===== config.mk =====
export PLATFORM = sky130hd
export DESIGN_NAME = timer_irq_ctrl
export DESIGN_NICKNAME = d
export VERILOG_FILES = /design/src/rtl/timer_irq_pkg.sv /design/src/rtl/irq_pend_cell.sv /design/src/rtl/timer_irq_ctrl.sv
export SDC_FILE = /design/constraint.sdc
export NUM_CORES = 1
export LEC_CHECK = 0
export BUFFER_PORTS_ARGS = -buffer_cell sky130_fd_sc_hd__buf_4
export CAP_MARGIN = 30
export CORE_AREA = 2 2 63 47
export DETAILED_ROUTE_END_ITERATION = 7
export DIE_AREA = 0 0 65 49
export PLACE_DENSITY = 0.67
export SLEW_MARGIN = 20
export SYNTH_ARGS = -nofsm -noshare
export SYNTH_HDL_FRONTEND = slang
export SYNTH_SLANG_ARGS = --single-unit

===== constraint.sdc =====
create_clock -name hclk -period 1.3 [get_ports hclk]
set_input_delay 0.065 -clock hclk [delete_from_list [all_inputs] [get_ports hclk]]
set_output_delay 0.065 -clock hclk [all_outputs]
set_load 0.005 [all_outputs]

===== src/rtl/timer_irq_pkg.sv =====
// Shared definitions for the timer interrupt collector.
//   NSRC_DEF    : default number of maskable timer sources
//   SRC_*       : bit position of each timer source in irq_src/pending/irq_en
//   irq_state_t : request/acknowledge/end-of-interrupt handshake states
package timer_irq_pkg;

    localparam int NSRC_DEF = 4;

    localparam int SRC_TA  = 0;
    localparam int SRC_TB  = 1;
    localparam int SRC_TC  = 2;
    localparam int SRC_WDT = 3;

    typedef enum logic [1:0] {
        IDLE    = 2'd0,
        REQ     = 2'd1,
        SERVICE = 2'd2
    } irq_state_t;

endpackage


===== src/rtl/irq_pend_cell.sv =====
// One interrupt source: rising-edge detect, sticky pending flag and sticky
// overflow ("event lost") flag.
// Ports:
//   hclk, hreset : clock, asynchronous active-high reset
//   src          : raw interrupt level from the timer
//   clr          : clear pending this cycle (register write or CPU acknowledge)
//   ovf_clr      : clear overflow this cycle (register write only)
//   pending      : sticky pending flag
//   overflow     : sticky overflow flag
module irq_pend_cell (
    input  logic hclk,
    input  logic hreset,
    input  logic src,
    input  logic clr,
    input  logic ovf_clr,
    output logic pending,
    output logic overflow
);

    logic src_q;
    logic rise;
    logic ovf_set;

    assign rise = src & ~src_q;

    // A new edge on a flag that is still pending (and not being cleared
    // right now) means the earlier event was never serviced.
    assign ovf_set = rise & pending & ~clr;

    always_ff @(posedge hclk or posedge hreset) begin
        if (hreset) begin
            src_q    <= 1'b0;
            pending  <= 1'b0;
            overflow <= 1'b0;
        end else begin
            src_q    <= src;
            // set wins over clear in the same cycle
            pending  <= (pending & ~clr) | rise;
            overflow <= (overflow & ~ovf_clr) | ovf_set;
        end
    end

endmodule


===== src/rtl/timer_irq_ctrl.sv =====
// Timer interrupt collector: per-source pending/overflow capture, enable
// register, fixed-priority selection (lowest index wins), CPU handshake FSM
// and sticky watchdog NMI.
// Ports:
//   hclk, hreset          : clock, asynchronous active-high reset
//   irq_src               : raw timer interrupt levels
//   wdtimer_nmi           : raw watchdog NMI level
//   en_wr / en_wdata      : enable register write
//   clr_wr / clr_wdata    : write-1-to-clear of pending and overflow
//   nmi_clr               : clears nmi_out
//   irq_ack, irq_eoi      : CPU acknowledge / end-of-interrupt pulses
//   irq_req, irq_id       : request to CPU and index of presented source
//   pending, overflow     : sticky status (enable not applied)
//   irq_en                : current enable register
//   nmi_out               : sticky NMI to CPU
//
// state   | meaning
// --------+-----------------------------------------------------------
// IDLE    | nothing presented; pick lowest enabled pending source
// REQ     | irq_req high for irq_id; wait for ack or withdraw
// SERVICE | acknowledged; wait for end-of-interrupt
module timer_irq_ctrl
    import timer_irq_pkg::*;
#(
    parameter int NSRC = NSRC_DEF,
    parameter int ID_W = $clog2(NSRC)
) (
    input  logic            hclk,
    input  logic            hreset,
    input  logic [NSRC-1:0] irq_src,
    input  logic            wdtimer_nmi,
    input  logic            en_wr,
    input  logic [NSRC-1:0] en_wdata,
    input  logic            clr_wr,
    input  logic [NSRC-1:0] clr_wdata,
    input  logic            nmi_clr,
    input  logic            irq_ack,
    input  logic            irq_eoi,
    output logic            irq_req,
    output logic [ID_W-1:0] irq_id,
    output logic [NSRC-1:0] pending,
    output logic [NSRC-1:0] overflow,
    output logic [NSRC-1:0] irq_en,
    output logic            nmi_out
);

    irq_state_t      state_q;
    irq_state_t      state_d;
    logic [ID_W-1:0] id_q;
    logic [NSRC-1:0] en_q;
    logic [NSRC-1:0] act;
    logic            act_any;
    logic [ID_W-1:0] act_id;
    logic            cur_act;
    logic            ack_take;
    logic [NSRC-1:0] ack_clr;
    logic [NSRC-1:0] clr_vec;
    logic            nmi_q;
    logic            nmi_set;

    // ---------------- enable register ----------------
    always_ff @(posedge hclk or posedge hreset) begin
        if (hreset) begin
            en_q <= '0;
        end else if (en_wr) begin
            en_q <= en_wdata;
        end
    end

    assign irq_en = en_q;

    // ---------------- pending / overflow cells ----------------
    assign clr_vec = clr_wr ? clr_wdata : '0;

    // An ack only counts when the presented source is still active;
    // otherwise the withdraw path wins and nothing is cleared.
    assign cur_act  = act[id_q];
    assign ack_take = (state_q == REQ) && irq_ack && cur_act;
    assign ack_clr  = ack_take ? (NSRC'(1) << id_q) : '0;

    for (genvar i = 0; i < NSRC; i++) begin : g_cell
        irq_pend_cell u_cell (
            .hclk     (hclk),
            .hreset   (hreset),
            .src      (irq_src[i]),
            .clr      (clr_vec[i] | ack_clr[i]),
            .ovf_clr  (clr_vec[i]),
            .pending  (pending[i]),
            .overflow (overflow[i])
        );
    end

    // ---------------- priority encoder ----------------
    assign act = pending & en_q;

    // Scan from the top down so the lowest set index is the last written.
    always_comb begin
        act_any = |act;
        act_id  = '0;
        for (int i = NSRC - 1; i >= SRC_TA; i--) begin
            if (act[i]) begin
                act_id = ID_W'(i);
            end
        end
    end

    // ---------------- handshake FSM ----------------
    always_ff @(posedge hclk or posedge hreset) begin
        if (hreset) begin
            state_q <= IDLE;
        end else begin
            state_q <= state_d;
        end
    end

    always_comb begin
        state_d = state_q;
        case (state_q)
            IDLE: begin
                if (act_any) begin
                    state_d = REQ;
                end
            end
            REQ: begin
                if (!cur_act) begin
                    state_d = IDLE;
                end else if (irq_ack) begin
                    state_d = SERVICE;
                end
            end
            SERVICE: begin
                if (irq_eoi) begin
                    state_d = IDLE;
                end
            end
            default: state_d = IDLE;
        endcase
    end

    always_comb begin
        irq_req = (state_q == REQ);
        irq_id  = id_q;
    end

    // The presented index is frozen on the IDLE->REQ transition so it stays
    // stable for the whole request even if higher-priority events arrive.
    always_ff @(posedge hclk or posedge hreset) begin
        if (hreset) begin
            id_q <= '0;
        end else if (state_q == IDLE && act_any) begin
            id_q <= act_id;
        end
    end

    // ---------------- watchdog NMI latch ----------------
    assign nmi_set = wdtimer_nmi & ~nmi_q;

    always_ff @(posedge hclk or posedge hreset) begin
        if (hreset) begin
            nmi_q   <= 1'b0;
            nmi_out <= 1'b0;
        end else begin
            nmi_q   <= wdtimer_nmi;
            nmi_out <= (nmi_out & ~nmi_clr) | nmi_set;
        end
    end

endmodule


==> run_results.csv <==
group,metric,value,unit
worst_setup_path,worst_path_max_delay_cell,"dfrtp_1",
final_layout,post-route-util,60.50,%
clock_network,cts.path.max_buffers,2,
logic_synthesis,synthFlopType,"dfrtp_1",
drt,antenna_left,0,
logic_synthesis,async_flop_share,100.0,%
drt,firstDrtPassIters,4,
floorplanning,die_w,65,microns
final_layout,finalNonFillerCells,182,
logic_synthesis,synth_cells,84,
final_layout,drive_above_1_share,50.68,%
sta,finalWorstSetupSlack,-0.1307,ns
floorplanning,dieArea,3185,sq um
clock_network,cts_tree,"done",
worst_setup_path,cp_data_required_time,1.45,ns
sta,clock_skew,0.004735,ns
pwr,power.leakage,0.7599,nW
clock_network,clock_latency,0.26,ns
worst_setup_path,r2r-start,"state_q[1]",
worst_setup_path,path_cells,"nand3b_1 > nor4b_4 > nor4b_1 > o21a_1",
placement,dpl.hpwl,1720,microns
logic_synthesis,synthTopCellsByArea,"dfrtp_1 56%, buf_4 6.1%, mux2_1 4.6%",
floorplanning,die_height,49,microns
status,status,"finished, violations left",
floorplanning,initial_core_util,37.50,%
drt,drtIter0Drc,23,
clock_network,cts.clk_slew.worst_paths,0.07,ns
worst_setup_path,critical_path.endpoint_type,"register",
drt,wl_met2,1144,microns
floorplanning,num_io_pins,36,
logic_synthesis,synth_cell_types,28,
final_layout,fin_nets,167,
clock_network,root_buffer,"clkbuf_8",
clock_network,cts_inserted_buffers,3,
drt,wirelength,2469,microns
sta,rsz0062_at_grt,"yes",
drt,vias_per_cell,4.775,
pwr,ir_worst_vdd,0.6594,mV
placement,numPortBuffers,35,
drt,highest_layer,"met4",
sta,maxSlewHeadroom,79.05,%
worst_setup_path,crit_start,"state_q[1]",
logic_synthesis,yosysWarnings,0,
logic_synthesis,synth_area,983.4,sq um
sta,final-hold-violation-count,0,
worst_setup_path,critPathTopFamily,"simple AND/OR/NAND/NOR gates",
global_route,first_global_vias,855,
sta,finalCritPeriodShare,110.1,%
sta,whs,0.02291,ns
global_route,overflow,0,
drt,vias,869,
placement,placedCellCount,159,
logic_synthesis,yosys.area.top_type,"dfrtp_1",
pwr,power_density,1499,nW/um^2
drt,wire_per_inst,13.57,microns
floorplanning,num_rows,16,
worst_setup_path,cp-start-kind,"register",
drt,met3WireLength,170,microns
global_route,grtUsageTotal,16.09,%
worst_hold_path,hold_path.startpoint,"en_wdata[3]",
logic_synthesis,syn-num-nets,104,
sta,max_clock_freq,0.6990,GHz
sta,layout_min_cycle_time,1.431,ns
status,violations,"negative setup slack",
logic_synthesis,synth_common_cells,"22 x dfrtp_1, 9 x nand2_1, 8 x buf_4, 5 x inv_1, 5 x nor2_1",
drt,drc_errors,0,
final_layout,antennaDiodeCount,0,
logic_synthesis,ys_ff_latch,22,
job,maxCapViolCount,0,
global_route,grt_pass1_wl,3891,microns
worst_hold_path,hp-class,"input pin to register",
logic_synthesis,synth_most_common_cell,"dfrtp_1",
placement,gp_routability_congestion,0.9233,
sta,drv_slew,0,
sta,setup_viol,5,
sta,tns,-0.4359,ns
clock_network,htreeDepth,1,
clock_network,cts_num_sinks,22,
worst_setup_path,worstPathArrival,1.58,ns
drt,drt-met1-wl,1130,microns
sta,worst_pin_slew,0.3143,ns
logic_synthesis,synth-edff-count,0,
logic_synthesis,synth.top_cell.area_share,55.98,%
worst_setup_path,max_stage_delay,0.41,ns
worst_setup_path,path_buf_inv,0,
logic_synthesis,yosysSeqAreaShare,55.98,%
floorplanning,core,2623,sq um
worst_setup_path,crit_fanout,4,
global_route,antenna_found_initial,0,
logic_synthesis,syn_area_per_cell,11.71,sq um
final_layout,syn2layout_area_growth,61.32,%
worst_setup_path,path_class,"register to register",
global_route,grt_max_degree,23,
-- layout by cell type, fill, tap and decap left out, drive strengths merged --
| cell type | synthesis | layout |
|---|---|---|
| a211oi | 2 | 2 |
| a21boi | 1 | 1 |
| a21oi | 2 | 2 |
| a22o | 1 | 1 |
| a31o | 3 | 3 |
| a31oi | 2 | 2 |
| and3 | 1 | 1 |
| and3b | 1 | 1 |
| buf | 8 | 55 |
| clkbuf | 0 | 4 |
| dfrtp | 22 | 22 |
| dlygate4sd3 | 0 | 11 |
| inv | 6 | 6 |
| mux2 | 5 | 5 |
| mux4 | 1 | 1 |
| nand2 | 9 | 9 |
| nand3 | 2 | 2 |
| nand3b | 1 | 1 |
| nand4 | 1 | 1 |
| nand4b | 1 | 1 |
| nor2 | 5 | 5 |
| nor2b | 3 | 3 |
| nor4b | 2 | 2 |
| o21a | 1 | 1 |
| o22ai | 2 | 2 |
| o32ai | 1 | 1 |
| o41ai | 1 | 1 |
-- area by class of cell --
class / instances / area, sq um
sequential: 22 / 553.0
inverter: 6 / 22.52
fill: 192 / 1036
clock buffer: 4 / 55.05
multi-input combinational: 48 / 387.9
timing repair buffer: 66 / 523.0
tap: 36 / 45.04
-- repair_timing --
item / 4_1_cts / 5_1_grt
pin swaps: 0 / 11
endpoints found under the setup margin: 3 / 11
hold buffers: 11 / 0
setup buffers: 4 / 4
hold endpoints to repair: 32 / 0
resized for setup: 2 / 9
-- metal layers --
metal,up-vias,GRT usage [%]
met3,4,6.236
met2,31,25.43
met5,-,0
met4,0,3.546
met1,413,20.99
li1,421,-
-- stage by stage --
stage | power, mW | worst slack, ns | area, sq um
after global routing | 2.506 | -0.1978 | 1587
final | 2.378 | -0.1307 | 1587
after floorplan | 1.324 | 0.02301 | 983.4
after detailed placement | 1.686 | -0.03552 | 1321
after CTS | 2.267 | -0.03057 | 1526
after global placement | 1.654 | 0.01329 | 1321
-- report_power, final --
group	internal [mW]	switching [mW]	leakage [nW]	total, mW
logic	0.562	0.381	0.470	0.943
registers	0.812	0.146	0.261	0.958
clock network	0.270	0.208	0.0288	0.477
total	1.64	0.734	0.760	2.38
-- final timing paths --
check / to / slack (ns) / depth (start not counted)
max in group asynchronous: state_q[0] / 0.65 / 4
setup / recovery: g_cell[0].u_cell.overflow / -0.13 / 4
min in group asynchronous: g_cell[0].u_cell.pending / 0.40 / 4
hold reg to reg: nmi_out / 0.42 / 1
setup reg to reg: g_cell[0].u_cell.overflow / -0.13 / 4
hold / removal: irq_en[3] / 0.02 / 2
-- kinds of logic (layout without fill, tap and decap cells) --
| logic type | Yosys count | after routing | synth area share (%) |
|---|---|---|---|
| AO/OA/AOI/OAI | 16 | 16 | 12.72 |
| buffers and inverters | 14 | 76 | 8.397 |
| flip-flops | 22 | 22 | 55.98 |
| multiplexers | 6 | 6 | 8.396 |
| AND/OR/NAND/NOR | 26 | 26 | 14.51 |
-- sequential cells by signal (all words and copies together) (netlist names) --
signal                  count
g_cell.u_cell.overflow      4
g_cell.u_cell.pending       4
g_cell.u_cell.src_q         4
irq_en                      4
irq_id                      2
state_q                     2
nmi_out                     1
nmi_q                       1
No activity file was read; power rests on OpenSTA's default activity.
